$ cat src/rtl/apb_dual_master_arbiter.sv
// Two-master APB arbiter: round-robin grant onto one shared APB bus, registered
// SETUP/ACCESS sequencing, PREADY wait states and an ACCESS-phase timeout reported as PSLVERR.
module apb_dual_master_arbiter #(
    parameter int unsigned ADDR_W      = 32,
    parameter int unsigned TIMEOUT_CYC = 255
) (
    input  logic              HCLK,
    input  logic              HRESETn,
    input  logic              s0_psel,
    input  logic              s0_penable,
    input  logic              s0_pwrite,
    input  logic [ADDR_W-1:0] s0_paddr,
    input  logic [31:0]       s0_pwdata,
    output logic [31:0]       s0_prdata,
    output logic              s0_pready,
    output logic              s0_pslverr,
    input  logic              s1_psel,
    input  logic              s1_penable,
    input  logic              s1_pwrite,
    input  logic [ADDR_W-1:0] s1_paddr,
    input  logic [31:0]       s1_pwdata,
    output logic [31:0]       s1_prdata,
    output logic              s1_pready,
    output logic              s1_pslverr,
    output logic              m_psel,
    output logic              m_penable,
    output logic              m_pwrite,
    output logic [ADDR_W-1:0] m_paddr,
    output logic [31:0]       m_pwdata,
    input  logic [31:0]       m_prdata,
    input  logic              m_pready,
    input  logic              m_pslverr,
    output logic              grant_o,
    output logic              busy_o,
    output logic              timeout_o
);

    typedef enum logic [1:0] {IDLE = 2'd0, SETUP = 2'd1, ACCESS = 2'd2} state_t;

    localparam bit              TOUT_EN   = (TIMEOUT_CYC != 0);
    localparam logic [15:0]     TOUT_LAST = TOUT_EN ? 16'(TIMEOUT_CYC - 1) : 16'd0;

    state_t      state;
    logic        rr_last;
    logic        grant_q;
    logic        busy_q;
    logic [15:0] tcnt;

    logic any_req;
    logic winner;
    logic in_access;
    logic tout_hit;
    logic complete;
    logic unused_penable;

    // Upstream PENABLE carries no information the arbiter needs.
    assign unused_penable = s0_penable ^ s1_penable;

    assign any_req   = s0_psel | s1_psel;
    assign winner    = (s0_psel & s1_psel) ? ~rr_last : s1_psel;
    assign in_access = (state == ACCESS);
    assign tout_hit  = TOUT_EN && (tcnt == TOUT_LAST);
    assign complete  = in_access && (m_pready || tout_hit);
    // A slave answering on the limit cycle takes precedence over the timeout.
    assign timeout_o = in_access && !m_pready && tout_hit;

    assign grant_o = grant_q;
    assign busy_o  = busy_q;

    assign s0_pready  = complete && !grant_q;
    assign s0_prdata  = (s0_pready && m_pready) ? m_prdata : 32'd0;
    assign s0_pslverr = s0_pready && (m_pready ? m_pslverr : 1'b1);

    assign s1_pready  = complete && grant_q;
    assign s1_prdata  = (s1_pready && m_pready) ? m_prdata : 32'd0;
    assign s1_pslverr = s1_pready && (m_pready ? m_pslverr : 1'b1);

    always_ff @(posedge HCLK or negedge HRESETn) begin
        if (!HRESETn) begin
            state     <= IDLE;
            rr_last   <= 1'b1;
            grant_q   <= 1'b0;
            busy_q    <= 1'b0;
            tcnt      <= 16'd0;
            m_psel    <= 1'b0;
            m_penable <= 1'b0;
            m_pwrite  <= 1'b0;
            m_paddr   <= '0;
            m_pwdata  <= 32'd0;
        end else begin
            case (state)
                IDLE: begin
                    // The winner's request is sampled only here, so a waiting master may change it freely.
                    if (any_req) begin
                        state     <= SETUP;
                        grant_q   <= winner;
                        busy_q    <= 1'b1;
                        tcnt      <= 16'd0;
                        m_psel    <= 1'b1;
                        m_penable <= 1'b0;
                        m_pwrite  <= winner ? s1_pwrite : s0_pwrite;
                        m_paddr   <= winner ? s1_paddr  : s0_paddr;
                        m_pwdata  <= winner ? s1_pwdata : s0_pwdata;
                    end
                end
                SETUP: begin
                    state     <= ACCESS;
                    m_penable <= 1'b1;
                end
                ACCESS: begin
                    if (complete) begin
                        state     <= IDLE;
                        busy_q    <= 1'b0;
                        m_psel    <= 1'b0;
                        m_penable <= 1'b0;
                        rr_last   <= grant_q;
                    end else begin
                        tcnt <= tcnt + 16'd1;
                    end
                end
                default: state <= IDLE;
            endcase
        end
    end

endmodule

$ cat config.mk
export PLATFORM = sky130hd
export DESIGN_NAME = apb_dual_master_arbiter
export DESIGN_NICKNAME = d
export VERILOG_FILES = /design/src/rtl/apb_dual_master_arbiter.sv
export SDC_FILE = /design/constraint.sdc
export NUM_CORES = 1
export LEC_CHECK = 0
export ABC_AREA = 1
export CORE_AREA = 2 2 119 121
export CTS_BUF_LIST = sky130_fd_sc_hd__clkbuf_2 sky130_fd_sc_hd__clkbuf_4 sky130_fd_sc_hd__clkbuf_8
export DETAILED_ROUTE_END_ITERATION = 8
export DIE_AREA = 0 0 121 123
export PLACE_DENSITY = 0.78
export SETUP_SLACK_MARGIN = 0.3
export SKIP_LAST_GASP = 1
export SLEW_MARGIN = 5
export SYNTH_ARGS = -nofsm -noshare
export SYNTH_HDL_FRONTEND = slang
export SYNTH_SLANG_ARGS = --single-unit
$ cat constraint.sdc
create_clock -name HCLK -period 2.5 [get_ports HCLK]
set_clock_uncertainty 0.2 [all_clocks]
set_input_delay 0.5 -clock HCLK [delete_from_list [all_inputs] [get_ports HCLK]]
set_output_delay 0.5 -clock HCLK [all_outputs]
set_load 0.05 [all_outputs]
==> impl_metrics.ini <==
[run_status]
status = complete, but fails checks
violations = setup timing

[clock_tree]
cts_root_buffer = clkbuf_8
clkTransAtPathRegs_ns = 0.10
clk_latency_ns = 0.36
numCtsBuffers = 9
clockBufferDepth = 2
tritoncts = done
cts_num_sinks = 87
htreeDepth = 3

[worst_setup_path]
r2r_setup_slack_ns = 0.44
worstPathRequired_ns = 1.80
crit_buf_inv = 2
critPathTopFamily = simple AND/OR/NAND/NOR gates
crit_top_cell = nand2_8
startpoint_type = register
path_max_fanout = 6
r2r-start = tcnt[14]
rr_endpoint = tcnt[9]
crit_path_max_incr_delay_ns = 0.42
r2r_cells = 12
path_cells = nor2_1, nand2_1, nor2_2, nand2_2, nand2_4, nand2_8, nor2_8, nand2_8, clkbuf_16, nor2_4, buf_12
end_kind = primary output
crit_path_top_delay_cell = dfrtp_1
criticalPathCategory = register to primary output
arrival_ns = 2.05

[yosys]
yosysWarnings = 0
yosys.area.top_type = dfrtp_1
synthTopCellsByArea = dfrtp_1, nor2_1, nand2_1
synth_top_area_frac = 0.454
ys_async_sr_fraction = 1.00
synth_fp_nets = 828
ys_top_cells_by_count = nor2_1, nand2_1, o21ai_1
avgSynthCellArea_um2 = 7.23
yosysSeqAreaShare = 0.459
synth.most_common_cell = nor2_1
syn_inst = 656
syn-cell-area_um2 = 4740
ys_types = 27
synth-edff-count = 0
synth_top_flop_cell = dfrtp_1
ys_ff_latch = 87

[hold_path]
hp-class = register to register
min_to = m_paddr[12]
hp-start = m_paddr[12]
worstHoldPathCells = 2

[route]
drt-initial-drc-count = 220
wl_per_cell_um = 15.6
drcViolationCount = 0
ant_nets = 0
vias = 5651
avgViaCountPerCell = 4.80
routed_wl_um = 18400
dr.pass1.iters = 5

[power]
p_leak_uw = 0.00430
ir_drop_v = 0.000765
powerDensity_nw_per_um2 = 932

[sta]
fin_crit_ns = 2.75
finalHoldViolations = 0
rsz0062_at_grt = yes
tightest_slew_ns = 0.545
maxSlewViolCount = 0
fmax_mhz = 364
relSlewSlack = 0.638
setup_viol = 69
timing.final.ws_setup_ns = -0.246
post-route-period-util = 1.10

[finish]
nets = 1165
fin_cells = 1178
final_area_um2 = 9810
num-fill-cells = 1018
drive_above_1_share = 0.237
areaGrowthSynthToFinish_pct = 107
diodes = 0

[global_routing]
antenna_found_initial = 0
grt_first_pass_wirelength_um = 28300
gr-total-overflow = 0
grt_max_degree = 55
grtUsageTotal = 0.239
grt_pass1_vias = 5666

[place]
hpwl_um = 13500
port_buffers = 305
place_area_um2 = 9390
placed_cells = 1139
gp_congestion = 0.886

[die]
die_w_um = 121
rows = 43
dieHeight_um = 123
initial_core_util = 0.348
die_area_um2 = 14900
core_um2 = 13600
pin_count = 308

[flow_run]
drv_cap = 0
## repair_timing
action | in CTS | in global routing
endpoints found under the hold margin | 32 | 0
setup endpoints to repair | 137 | 74
buffers inserted | 4 | 15
pin swaps | 2 | 6
hold buffers | 1 | 0
gates cloned | 1 | 2
resized for setup | 80 | 5
## worst max-delay path by stage
stage / startpoint / to / slack (ns) / cells past startpoint
2_1_floorplan: tcnt[0] / s0_prdata[10] / -0.007 / 11
3_3_place_gp: m_pready / s0_prdata[0] / -0.09 / 9
3_5_place_dp: m_pready / s1_prdata[0] / -0.13 / 9
4_1_cts: tcnt[0] / s0_prdata[11] / -0.28 / 12
5_1_grt: tcnt[14] / s1_prdata[26] / -0.35 / 11
6_report: tcnt[14] / s1_prdata[3] / -0.25 / 11
## layout make-up
type	instances	area (um2)	share of cell area
repair buffers	362	4280	0.436
multi-input cells	481	2730	0.278
flip-flops and latches	87	2180	0.222
well taps	180	225	0.0230
inverters	52	195	0.0199
clock buffers	12	146	0.0149
clock inverters	4	55.1	0.00561
## logic make-up after synthesis
logic type	share of synthesized area
simple gates	0.285
compound gates	0.155
buf+inv	0.0847
flops	0.459
xor+xnor	0.0111
fa+ha+maj	0.00527
## sequential cells by signal, summed over array words and instances, names as in the netlist
| signal | flops |
|---|---|
| busy_o | 1 |
| grant_o | 1 |
| m_paddr | 32 |
| m_penable | 1 |
| m_pwdata | 32 |
| m_pwrite | 1 |
| rr_last | 1 |
| state | 2 |
| tcnt | 16 |
## worst reg2reg max path, stage by stage (launching register included)
cell     delay (ns)
dfrtp_1        0.42
nor2_1         0.12
nand2_1        0.07
nor2_2         0.13
nand2_2        0.10
buf_4          0.14
buf_4          0.13
nand2_1        0.11
nand2_2        0.14
nand2_8        0.16
inv_2          0.09
nand2_1        0.09
nand2_1        0.05
## power breakdown
part | total [uW] | internal (uW) | leakage (uW) | switching [uW]
registers | 2360 | 2010 | 0.00108 | 341
logic | 5760 | 1750 | 0.00312 | 4020
clock network | 1020 | 502 | 0.000101 | 520
## cells in the final DEF (no fill, tap or decap), drive strengths merged, types with 2 or more instances in the layout
master / netlist / final
o21ai: 144 / 144
or2: 4 / 4
nor2: 158 / 158
nand2: 141 / 142
inv: 49 / 50
clkinv: 3 / 4
nand4: 2 / 2
xor2: 5 / 5
nand3: 16 / 16
dfrtp: 86 / 86
dlygate4sd2: 0 / 68
clkdlybuf4s50: 0 / 166
buf: 18 / 126
ha: 2 / 2
clkbuf: 19 / 13
o21bai: 2 / 2
nor3: 4 / 4
## per-layer routing
metal  global-route usage  vias to the layer above  routed length, um
met4               0.0552                        0                213
met2                0.444                      258               9580
met3               0.0752                       21               1650
met5                    0                        -                  0
li1                     -                     2745                  -
met1                0.268                     2627               6960
## metrics by stage
| step | hold slack [ns] | total power, uW | util | setup TNS (ns) | setup WS (ns) |
|---|---|---|---|---|---|
| after floorplan | 0.00441 | 6080 | - | -0.437 | -0.00744 |
| after global placement | 0.267 | 8330 | 0.690 | -4.02 | -0.0941 |
| after detailed placement | 0.273 | 8420 | 0.690 | -5.43 | -0.127 |
| after CTS | 0.290 | 9100 | 0.708 | -16.62 | -0.275 |
| after global routing | 0.315 | 9670 | 0.721 | -22.19 | -0.351 |
| final | 0.285 | 9140 | 0.721 | -15.19 | -0.246 |
Power figures use the tool's default switching activity.
